### config.mk
export PLATFORM = sky130hd
export DESIGN_NAME = motoro3_nphase_line_gen_flat
export DESIGN_NICKNAME = d
export VERILOG_FILES = /design/src/rtl/motoro3_nphase_line_gen_if.sv /design/src/rtl/motoro3_nphase_line_gen.sv /design/src/flat_wrapper.sv
export SDC_FILE = /design/constraint.sdc
export NUM_CORES = 1
export LEC_CHECK = 0
export ABC_CLOCK_PERIOD_IN_PS = 4380
export BUFFER_PORTS_ARGS = -buffer_cell sky130_fd_sc_hd__buf_2
export CAP_MARGIN = 20
export CORE_ASPECT_RATIO = 2
export CORE_MARGIN = 2
export CORE_UTILIZATION = 55
export DETAILED_ROUTE_END_ITERATION = 10
export PLACE_DENSITY = 0.87
export SLEW_MARGIN = 5
export SYNTH_ARGS = -nofsm -noshare
export SYNTH_HDL_FRONTEND = slang
export SYNTH_SLANG_ARGS = --single-unit
export TNS_END_PERCENT = 5
### constraint.sdc
create_clock -name clk_i -period 4.38 [get_ports clk_i]
set_clock_uncertainty 0.1 [all_clocks]
set_input_delay 0.438 -clock clk_i [delete_from_list [all_inputs] [get_ports clk_i]]
set_output_delay 0.438 -clock clk_i [all_outputs]
set_load 0.02 [all_outputs]
### src/rtl/motoro3_nphase_line_gen_if.sv
// Control inputs and gate-line outputs of the N-phase line generator.
// The brake signal exists only when MOTORO3_LG_BRAKE_EN is defined.
interface motoro3_nphase_line_gen_if #(
    parameter int unsigned PHASES = 3,
    parameter int unsigned PWM_W  = 12,
    parameter int unsigned DT_W   = 6,
    parameter int unsigned STEP_W = 4
);
    logic              enable;
    logic [PWM_W-1:0]  pwm_period;
    logic [PWM_W-1:0]  pwm_duty;
    logic [DT_W-1:0]   dead_time;
    logic [STEP_W-1:0] step_in;
`ifdef MOTORO3_LG_BRAKE_EN
    logic              brake;
`endif
    logic [PHASES-1:0] line_hp;
    logic [PHASES-1:0] line_lp;
    logic [STEP_W-1:0] cur_step;
    logic              pwm_wrap;

`ifdef MOTORO3_LG_BRAKE_EN
    modport master (
        output enable, pwm_period, pwm_duty, dead_time, step_in, brake,
        input  line_hp, line_lp, cur_step, pwm_wrap
    );
    modport slave (
        input  enable, pwm_period, pwm_duty, dead_time, step_in, brake,
        output line_hp, line_lp, cur_step, pwm_wrap
    );
`else
    modport master (
        output enable, pwm_period, pwm_duty, dead_time, step_in,
        input  line_hp, line_lp, cur_step, pwm_wrap
    );
    modport slave (
        input  enable, pwm_period, pwm_duty, dead_time, step_in,
        output line_hp, line_lp, cur_step, pwm_wrap
    );
`endif
endinterface

### src/rtl/motoro3_nphase_line_gen.sv
// N-phase PWM line generator: shared timebase, step decode and per-phase dead-time FSMs.
// Optional brake override is built only when MOTORO3_LG_BRAKE_EN is defined.
module motoro3_nphase_line_gen #(
    parameter int unsigned PHASES = 3,
    parameter int unsigned PWM_W  = 12,
    parameter int unsigned DT_W   = 6,
    parameter int unsigned STEP_W = 4
) (
    input logic                      clk_i,
    input logic                      rst_ni,
    motoro3_nphase_line_gen_if.slave bus
);

    typedef enum logic [1:0] {StOff, StHi, StLo, StDead} ch_state_e;

    logic              en_q;
    logic [PWM_W-1:0]  cnt_q, cnt_d;
    logic [PWM_W-1:0]  period_sh_q, period_sh_d;
    logic [PWM_W-1:0]  duty_sh_q, duty_sh_d;
    logic [STEP_W-1:0] step_sh_q, step_sh_d;
    logic [STEP_W-1:0] cur_step_q, cur_step_d;
    logic              wrap_q, wrap_d;

    logic              start, wrap_cond, load, pwm, brake_eff, step_valid;
    logic [PWM_W-1:0]  period_eff, duty_eff;
    logic [STEP_W-1:0] step_eff, hi_idx, lo_idx;
    logic [STEP_W:0]   lo_sum, lo_mod;

    logic [PHASES-1:0] tgt_hi, tgt_lo;
    ch_state_e         state_q [PHASES];
    ch_state_e         state_d [PHASES];
    logic [DT_W-1:0]   dcnt_q  [PHASES];
    logic [DT_W-1:0]   dcnt_d  [PHASES];
    logic [PHASES-1:0] dead_to_hi_q, dead_to_hi_d;
    logic [PHASES-1:0] hp, lp;

    // On the first enabled cycle the shadows are stale, so the live inputs are used directly.
    always_comb begin
        start       = bus.enable & ~en_q;
        period_eff  = start ? bus.pwm_period : period_sh_q;
        duty_eff    = start ? bus.pwm_duty   : duty_sh_q;
        step_eff    = start ? bus.step_in    : step_sh_q;
        wrap_cond   = bus.enable & (cnt_q == period_eff);
        load        = start | wrap_cond;
        cnt_d       = (!bus.enable || wrap_cond) ? '0 : cnt_q + 1'b1;
        wrap_d      = wrap_cond;
        period_sh_d = load ? bus.pwm_period : period_sh_q;
        duty_sh_d   = load ? bus.pwm_duty   : duty_sh_q;
        step_sh_d   = load ? bus.step_in    : step_sh_q;
        cur_step_d  = bus.enable ? step_eff : '1;
        pwm         = cnt_q < duty_eff;
    end

    always_ff @(posedge clk_i or negedge rst_ni) begin
        if (!rst_ni) begin
            en_q        <= 1'b0;
            cnt_q       <= '0;
            period_sh_q <= '0;
            duty_sh_q   <= '0;
            step_sh_q   <= '1;
            cur_step_q  <= '1;
            wrap_q      <= 1'b0;
        end else begin
            en_q        <= bus.enable;
            cnt_q       <= cnt_d;
            period_sh_q <= period_sh_d;
            duty_sh_q   <= duty_sh_d;
            step_sh_q   <= step_sh_d;
            cur_step_q  <= cur_step_d;
            wrap_q      <= wrap_d;
        end
    end

`ifdef MOTORO3_LG_BRAKE_EN
    logic brake_hold_q, brake_hold_d;

    // Brake stays latched after release until the next period boundary.
    always_comb begin
        brake_hold_d = bus.enable & (bus.brake | (brake_hold_q & ~load));
        brake_eff    = bus.brake | brake_hold_q;
    end

    always_ff @(posedge clk_i or negedge rst_ni) begin
        if (!rst_ni) begin
            brake_hold_q <= 1'b0;
        end else begin
            brake_hold_q <= brake_hold_d;
        end
    end
`else
    assign brake_eff = 1'b0;
`endif

    // hi = s>>1, lo = (hi + 1 + s[0]) mod PHASES; the sum never exceeds 2*PHASES-1.
    always_comb begin
        hi_idx     = step_eff >> 1;
        lo_sum     = {1'b0, hi_idx} + (STEP_W+1)'(1) + {{STEP_W{1'b0}}, step_eff[0]};
        lo_mod     = (lo_sum >= (STEP_W+1)'(PHASES)) ? lo_sum - (STEP_W+1)'(PHASES) : lo_sum;
        lo_idx     = lo_mod[STEP_W-1:0];
        step_valid = {1'b0, step_eff} < (STEP_W+1)'(2 * PHASES);
        tgt_hi     = '0;
        tgt_lo     = '0;
        for (int unsigned k = 0; k < PHASES; k++) begin
            if (brake_eff) begin
                tgt_lo[k] = 1'b1;
            end else if (step_valid) begin
                if (hi_idx == STEP_W'(k)) begin
                    tgt_hi[k] = pwm;
                    tgt_lo[k] = ~pwm;
                end else if (lo_idx == STEP_W'(k)) begin
                    tgt_lo[k] = 1'b1;
                end
            end
        end
    end

    always_ff @(posedge clk_i or negedge rst_ni) begin
        if (!rst_ni) begin
            for (int unsigned k = 0; k < PHASES; k++) begin
                state_q[k] <= StOff;
                dcnt_q[k]  <= '0;
            end
            dead_to_hi_q <= '0;
        end else begin
            for (int unsigned k = 0; k < PHASES; k++) begin
                state_q[k] <= state_d[k];
                dcnt_q[k]  <= dcnt_d[k];
            end
            dead_to_hi_q <= dead_to_hi_d;
        end
    end

    always_comb begin
        dead_to_hi_d = dead_to_hi_q;
        for (int unsigned k = 0; k < PHASES; k++) begin
            state_d[k] = state_q[k];
            dcnt_d[k]  = dcnt_q[k];
            if (!bus.enable || !(tgt_hi[k] || tgt_lo[k])) begin
                state_d[k] = StOff;
                dcnt_d[k]  = '0;
            end else begin
                unique case (state_q[k])
                    StOff: begin
                        state_d[k] = tgt_hi[k] ? StHi : StLo;
                    end
                    StHi: begin
                        if (tgt_lo[k]) begin
                            if (bus.dead_time == '0) begin
                                state_d[k] = StLo;
                            end else begin
                                state_d[k]      = StDead;
                                dcnt_d[k]       = DT_W'(1);
                                dead_to_hi_d[k] = 1'b0;
                            end
                        end
                    end
                    StLo: begin
                        if (tgt_hi[k]) begin
                            if (bus.dead_time == '0) begin
                                state_d[k] = StHi;
                            end else begin
                                state_d[k]      = StDead;
                                dcnt_d[k]       = DT_W'(1);
                                dead_to_hi_d[k] = 1'b1;
                            end
                        end
                    end
                    StDead: begin
                        if (tgt_hi[k] != dead_to_hi_q[k]) begin
                            // Target swung back to the side just left: no gap needed.
                            state_d[k] = tgt_hi[k] ? StHi : StLo;
                            dcnt_d[k]  = '0;
                        end else if (dcnt_q[k] >= bus.dead_time) begin
                            state_d[k] = dead_to_hi_q[k] ? StHi : StLo;
                            dcnt_d[k]  = '0;
                        end else begin
                            dcnt_d[k] = dcnt_q[k] + 1'b1;
                        end
                    end
                    default: begin
                        state_d[k] = StOff;
                    end
                endcase
            end
        end
    end

    // Gate lines decode straight from the state flops, so Hp and Lp can never overlap.
    always_comb begin
        hp = '0;
        lp = '0;
        for (int unsigned k = 0; k < PHASES; k++) begin
            hp[k] = (state_q[k] == StHi);
            lp[k] = (state_q[k] == StLo);
        end
    end

    assign bus.line_hp  = hp;
    assign bus.line_lp  = lp;
    assign bus.cur_step = cur_step_q;
    assign bus.pwm_wrap = wrap_q;

endmodule
### src/flat_wrapper.sv
// flat-port wrapper written by rule: the top's interface ports become plain ports
module motoro3_nphase_line_gen_flat 
#(
    parameter int unsigned PHASES = 3,
    parameter int unsigned PWM_W  = 12,
    parameter int unsigned DT_W   = 6,
    parameter int unsigned STEP_W = 4
)
  (clk_i, rst_ni, bus_enable, bus_pwm_period, bus_pwm_duty, bus_dead_time, bus_step_in, bus_line_hp, bus_line_lp, bus_cur_step, bus_pwm_wrap);
  motoro3_nphase_line_gen_if #(.PHASES(PHASES), .PWM_W(PWM_W), .DT_W(DT_W), .STEP_W(STEP_W)) bus_i ();
  input logic clk_i;
  input logic rst_ni;
  input wire logic [$bits(bus_i.enable)-1:0] bus_enable;
  input wire logic [$bits(bus_i.pwm_period)-1:0] bus_pwm_period;
  input wire logic [$bits(bus_i.pwm_duty)-1:0] bus_pwm_duty;
  input wire logic [$bits(bus_i.dead_time)-1:0] bus_dead_time;
  input wire logic [$bits(bus_i.step_in)-1:0] bus_step_in;
  output wire logic [$bits(bus_i.line_hp)-1:0] bus_line_hp;
  output wire logic [$bits(bus_i.line_lp)-1:0] bus_line_lp;
  output wire logic [$bits(bus_i.cur_step)-1:0] bus_cur_step;
  output wire logic [$bits(bus_i.pwm_wrap)-1:0] bus_pwm_wrap;
  assign bus_i.enable = bus_enable;
  assign bus_i.pwm_period = bus_pwm_period;
  assign bus_i.pwm_duty = bus_pwm_duty;
  assign bus_i.dead_time = bus_dead_time;
  assign bus_i.step_in = bus_step_in;
  assign bus_line_hp = bus_i.line_hp;
  assign bus_line_lp = bus_i.line_lp;
  assign bus_cur_step = bus_i.cur_step;
  assign bus_pwm_wrap = bus_i.pwm_wrap;
  motoro3_nphase_line_gen #(.PHASES(PHASES), .PWM_W(PWM_W), .DT_W(DT_W), .STEP_W(STEP_W)) u_core (.clk_i(clk_i), .rst_ni(rst_ni), .bus(bus_i));
endmodule
==> results.txt <==
The run finished with clean final reports. By startpoint and endpoint, the worst setup path is classified as reg -> reg. The routed wirelength normalized by instance count is 19.0 um. The worst setup path is captured at a flop. In this run the core area contains 50 standard-cell rows.

In this run the cell area of the synthesized design comes to 0.00529 mm2. The max-slew violation count is 0. Measured against its own limit, the worst slew margin works out to 37.7%. The tree built by TritonCTS fans out to 73 sinks. Setup slack on the worst reg-to-reg path comes out at 0.42 ns. The setup TNS is 0 ns. After clock tree synthesis, the setup repair step added 0 buffers. The worst reg2reg path endpoint is u_core.dcnt_q[10]$_DFFE_PN0P_. The growth of design area from synthesis to finish is 13.2%. The number of endpoints failing setup at the final stage is 0. After synthesis the netlist holds a flip-flop and latch count of 73.

The fraction of registers with async set or reset after synthesis is 100%. The share of the core filled with cells in the final layout is between 60% and 70%. Wires add up to 13.4 mm. In this run the worst setup path begins at u_core.en_q$_DFF_PN0_. TritonCTS built the clock tree. The maximum clock rate is approximately 0.25 GHz.

The number of global-route vias before repair is 4,822. The largest total area in the synthesized netlist belongs to sky130_fd_sc_hd__dfrtp_1. The worst setup slack after placement came out at 0.185 ns. In the final layout, the share of cells above drive strength 1 is 20.0%. The detailed placement HPWL came out at ~10 mm. The post-synth net total is 639. The number of antenna violations at the first check in global routing was 0. The worst hold path belongs to the class in -> async. The pin count of the biggest net entering global routing is 42.

The number of enable flip-flop cells after synthesis is 0. The startpoint identified for the worst register-to-register timing path is u_core.en_q$_DFF_PN0_. The worst setup path is launched from a flop.

At the worst endpoint, the required time is 4.54 ns. Counting the fill cells in the layout gives 727. In the routed layout, each cell is associated on average with a via count of 6.44. In the post-synthesis netlist, the biggest area contributors are sky130_fd_sc_hd__dfrtp_1, sky130_fd_sc_hd__ha_1, sky130_fd_sc_hd__mux2i_1. Clock tree synthesis selected as its root buffer the cell sky130_fd_sc_hd__clkbuf_16.

In this run the vertical extent of the chip is roughly 140 um. The first global-routing pass estimated 21.9 mm of wire. The core area is 0.00938 mm2. Among all flip-flop cells after synthesis, the most frequent one is sky130_fd_sc_hd__dfrtp_1. For this run, design rule violations remaining after detail routing come to 0.

The final period utilization is 90.4%. The count of routing violations after the opening detailed-route iteration is about 340. The per-instance average area after synthesis came out at 9.76 um2. The die outline width is 73.3 um. The leakage power of the design is 2.83 nW. The count of distinct cell types in the synthesized netlist came out at between 60 and 70. The clock-pin slew reported for the worst setup and hold paths after clock tree synthesis came out at 0.06 ns. The final critical delay including setup and external delays is 3.96 ns. The smallest setup slack after layout came out at around 0.42 ns. The largest driver fanout on the critical path is 14. In this run the number of H-tree levels came out at 3. The worst register-to-register path has a depth of 13. The insertion delay of the later-clocked pin in the worst-skew pair came out at 0.34 ns. The total vias in the final route is 4,531. The slew at the pin closest to its max-slew limit is 0.934 ns. Yosys printed 0 warnings.

Counting tap cells, the placed design contains a total of 688 instances. The number of nets with antenna violations after detailed routing came out at 0. The I/O pin total came out at 48. The count of maximum capacitance violations is 0.

The most critical setup path has its endpoint at u_core.dcnt_q[10]$_DFFE_PN0P_. The antenna diode instance count is 0. At the end of routability-driven placement, the weighted congestion stood at 0.933. The area share of the largest cell type after synthesis is 30.8%. Setup repair after global routing left no endpoint under its margin. The filler-free cell count of the finished design came out at 704. VDD sags by at most slightly above 300 uV.

Global routing finished with a remaining overflow of 0. The total power per unit cell area is approximately 370 mW/mm2. Counting the buffers created by CTS gives 9. The detailed-router iteration count before antenna repair is 6. Of the synthesized area, sequential elements account for a little over a third. The maximum buffer depth of the clock tree came out at 2. The final net count is roughly 690.

The number of buffer cells added on primary ports came out at 47. Across every metal layer, demand over resource in global routing totals 27.1%. Once the floorplan was initialized, standard cells occupied 56.4% of the core. The final number of hold-violating endpoints came out at 0. The gate count after technology mapping came out at 542. At the worst endpoint, the arrival time is around 4.1 ns.

The full die area came out at 0.0105 mm2.
==> per-layer routing <==
layer	routed length, um	global-route usage [%]	vias up
met2	7390	50.8	191
met4	809	16.1	0
met3	580	5.43	77
met5	0	0	-
li1	-	-	2081
met1	4580	25.9	2182
==> cells by family (layout without fill, tap and decap cells) <==
group           Yosys count  count (layout)  synth area share (%)
buf+inv                  47             105                  3.95
xor+xnor                 24              24                  3.97
flops                    73              73                  34.7
fa+ha+maj                60              60                  14.2
mux                      65              65                  13.2
compound gates          129             129                  16.5
simple gates            144             144                  13.4
==> how the worst min path moves through the flow <==
stage,endpoint,slack [ns]
global route,u_core.en_q$_DFF_PN0_,0.18
CTS,u_core.en_q$_DFF_PN0_,0.17
detailed placement,u_core.duty_sh_q[1]$_DFFE_PN0P_,0.39
global placement,u_core.duty_sh_q[3]$_DFFE_PN0P_,0.39
finish,u_core.cnt_q[10]$_DFF_PN0_,0.14
floorplan,u_core.bus.pwm_wrap$_DFF_PN0_,0.04
==> synthesized netlist by cell type (3+ instances only) <==
cell / instances
sky130_fd_sc_hd__nor2_1: 42
sky130_fd_sc_hd__a211o_1: 5
sky130_fd_sc_hd__o31ai_1: 5
sky130_fd_sc_hd__xnor2_1: 19
sky130_fd_sc_hd__nor4_1: 6
sky130_fd_sc_hd__a31oi_1: 3
sky130_fd_sc_hd__mux2_2: 28
sky130_fd_sc_hd__o21ai_0: 23
sky130_fd_sc_hd__dfstp_2: 8
sky130_fd_sc_hd__a21o_1: 10
sky130_fd_sc_hd__and3_1: 6
sky130_fd_sc_hd__mux2i_1: 35
sky130_fd_sc_hd__or3_1: 10
sky130_fd_sc_hd__inv_1: 33
sky130_fd_sc_hd__xor2_1: 5
sky130_fd_sc_hd__nor2b_1: 3
sky130_fd_sc_hd__dfrtp_1: 65
sky130_fd_sc_hd__clkbuf_1: 7
sky130_fd_sc_hd__ha_1: 60
sky130_fd_sc_hd__o21ai_1: 3
sky130_fd_sc_hd__a211oi_1: 9
sky130_fd_sc_hd__nand2_1: 36
sky130_fd_sc_hd__a21oi_1: 34
sky130_fd_sc_hd__o21a_1: 5
sky130_fd_sc_hd__a2111oi_0: 5
sky130_fd_sc_hd__nand2b_1: 6
sky130_fd_sc_hd__o211ai_1: 5
sky130_fd_sc_hd__nand3_1: 19
==> layout make-up <==
cell class	count	area, um2	area share [%]
timing repair buffer	56	303	5.06
clock buffer	9	225	3.76
sequential	73	1840	30.7
inverter	33	124	2.07
tap	104	130	2.17
clock inverter	7	118	1.96
multi-input combinational	422	3250	54.3
==> metrics by stage <==
stage / cell area [um2] / total power, W / hold slack [ns]
finish: 5990 / 0.00224 / 0.141
global route: 5990 / 0.00234 / 0.179
CTS: 5980 / 0.00223 / 0.173
detailed placement: 5640 / 0.00137 / 0.393
global placement: 5640 / 0.00135 / 0.386
floorplan: 5290 / 0.00121 / 0.0424
==> power breakdown <==
group	total [W]	internal (W)	leakage, nW	switching [W]
Combinational	0.000592	0.000239	1.73	0.000353
Clock	0.000857	0.000557	0.170	0.000300
Sequential	0.000791	0.000741	0.931	0.0000503
Total	0.00224	0.00154	2.83	0.000703
==> registers in the layout, indices dropped and copies added, names as in the netlist <==
signal,count
u_core.dcnt_q,18
u_core.cnt_q,12
u_core.duty_sh_q,12
u_core.period_sh_q,12
u_core.state_q,6
u_core.bus.cur_step,4
u_core.step_sh_q,4
u_core.dead_to_hi_q,3
u_core.bus.pwm_wrap,1
u_core.en_q,1
==> what timing repair did <==
action,CTS,global route
hold buffers,0,0
hold endpoints to repair,0,0
endpoints found under the setup margin,0,6
gates resized for setup,0,1
==> layout by cell type, fill, tap and decap left out, drive strengths merged, types with 5 or more instances in the layout <==
cell / n
o211ai: 5
o21a: 5
ha: 60
or3: 10
nand2: 36
mux2: 29
nand3: 19
nor2: 42
a2111oi: 5
nor4: 6
dfrtp: 65
a21o: 10
clkbuf: 9
xnor2: 19
a211o: 5
mux2i: 36
inv: 34
nand2b: 6
o31ai: 5
xor2: 5
and3: 6
a21oi: 34
o21ai: 26
buf: 56
dfstp: 8
a211oi: 12
==> worst max-delay path, stage by stage (launching register included) <==
cell and delay (ns):
sky130_fd_sc_hd__dfrtp_1 0.41, sky130_fd_sc_hd__nor2b_1 0.20, sky130_fd_sc_hd__buf_4 0.29, sky130_fd_sc_hd__mux2i_1 0.27, sky130_fd_sc_hd__ha_1 0.28, sky130_fd_sc_hd__a21oi_1 0.18
sky130_fd_sc_hd__o21ai_0 0.16, sky130_fd_sc_hd__a21o_1 0.24, sky130_fd_sc_hd__or3_1 0.39, sky130_fd_sc_hd__buf_4 0.19, sky130_fd_sc_hd__a211oi_2 0.36, sky130_fd_sc_hd__nor3_2 0.14
sky130_fd_sc_hd__or4_1 0.49, sky130_fd_sc_hd__a21oi_1 0.16
Power figures use the tool's default switching activity.
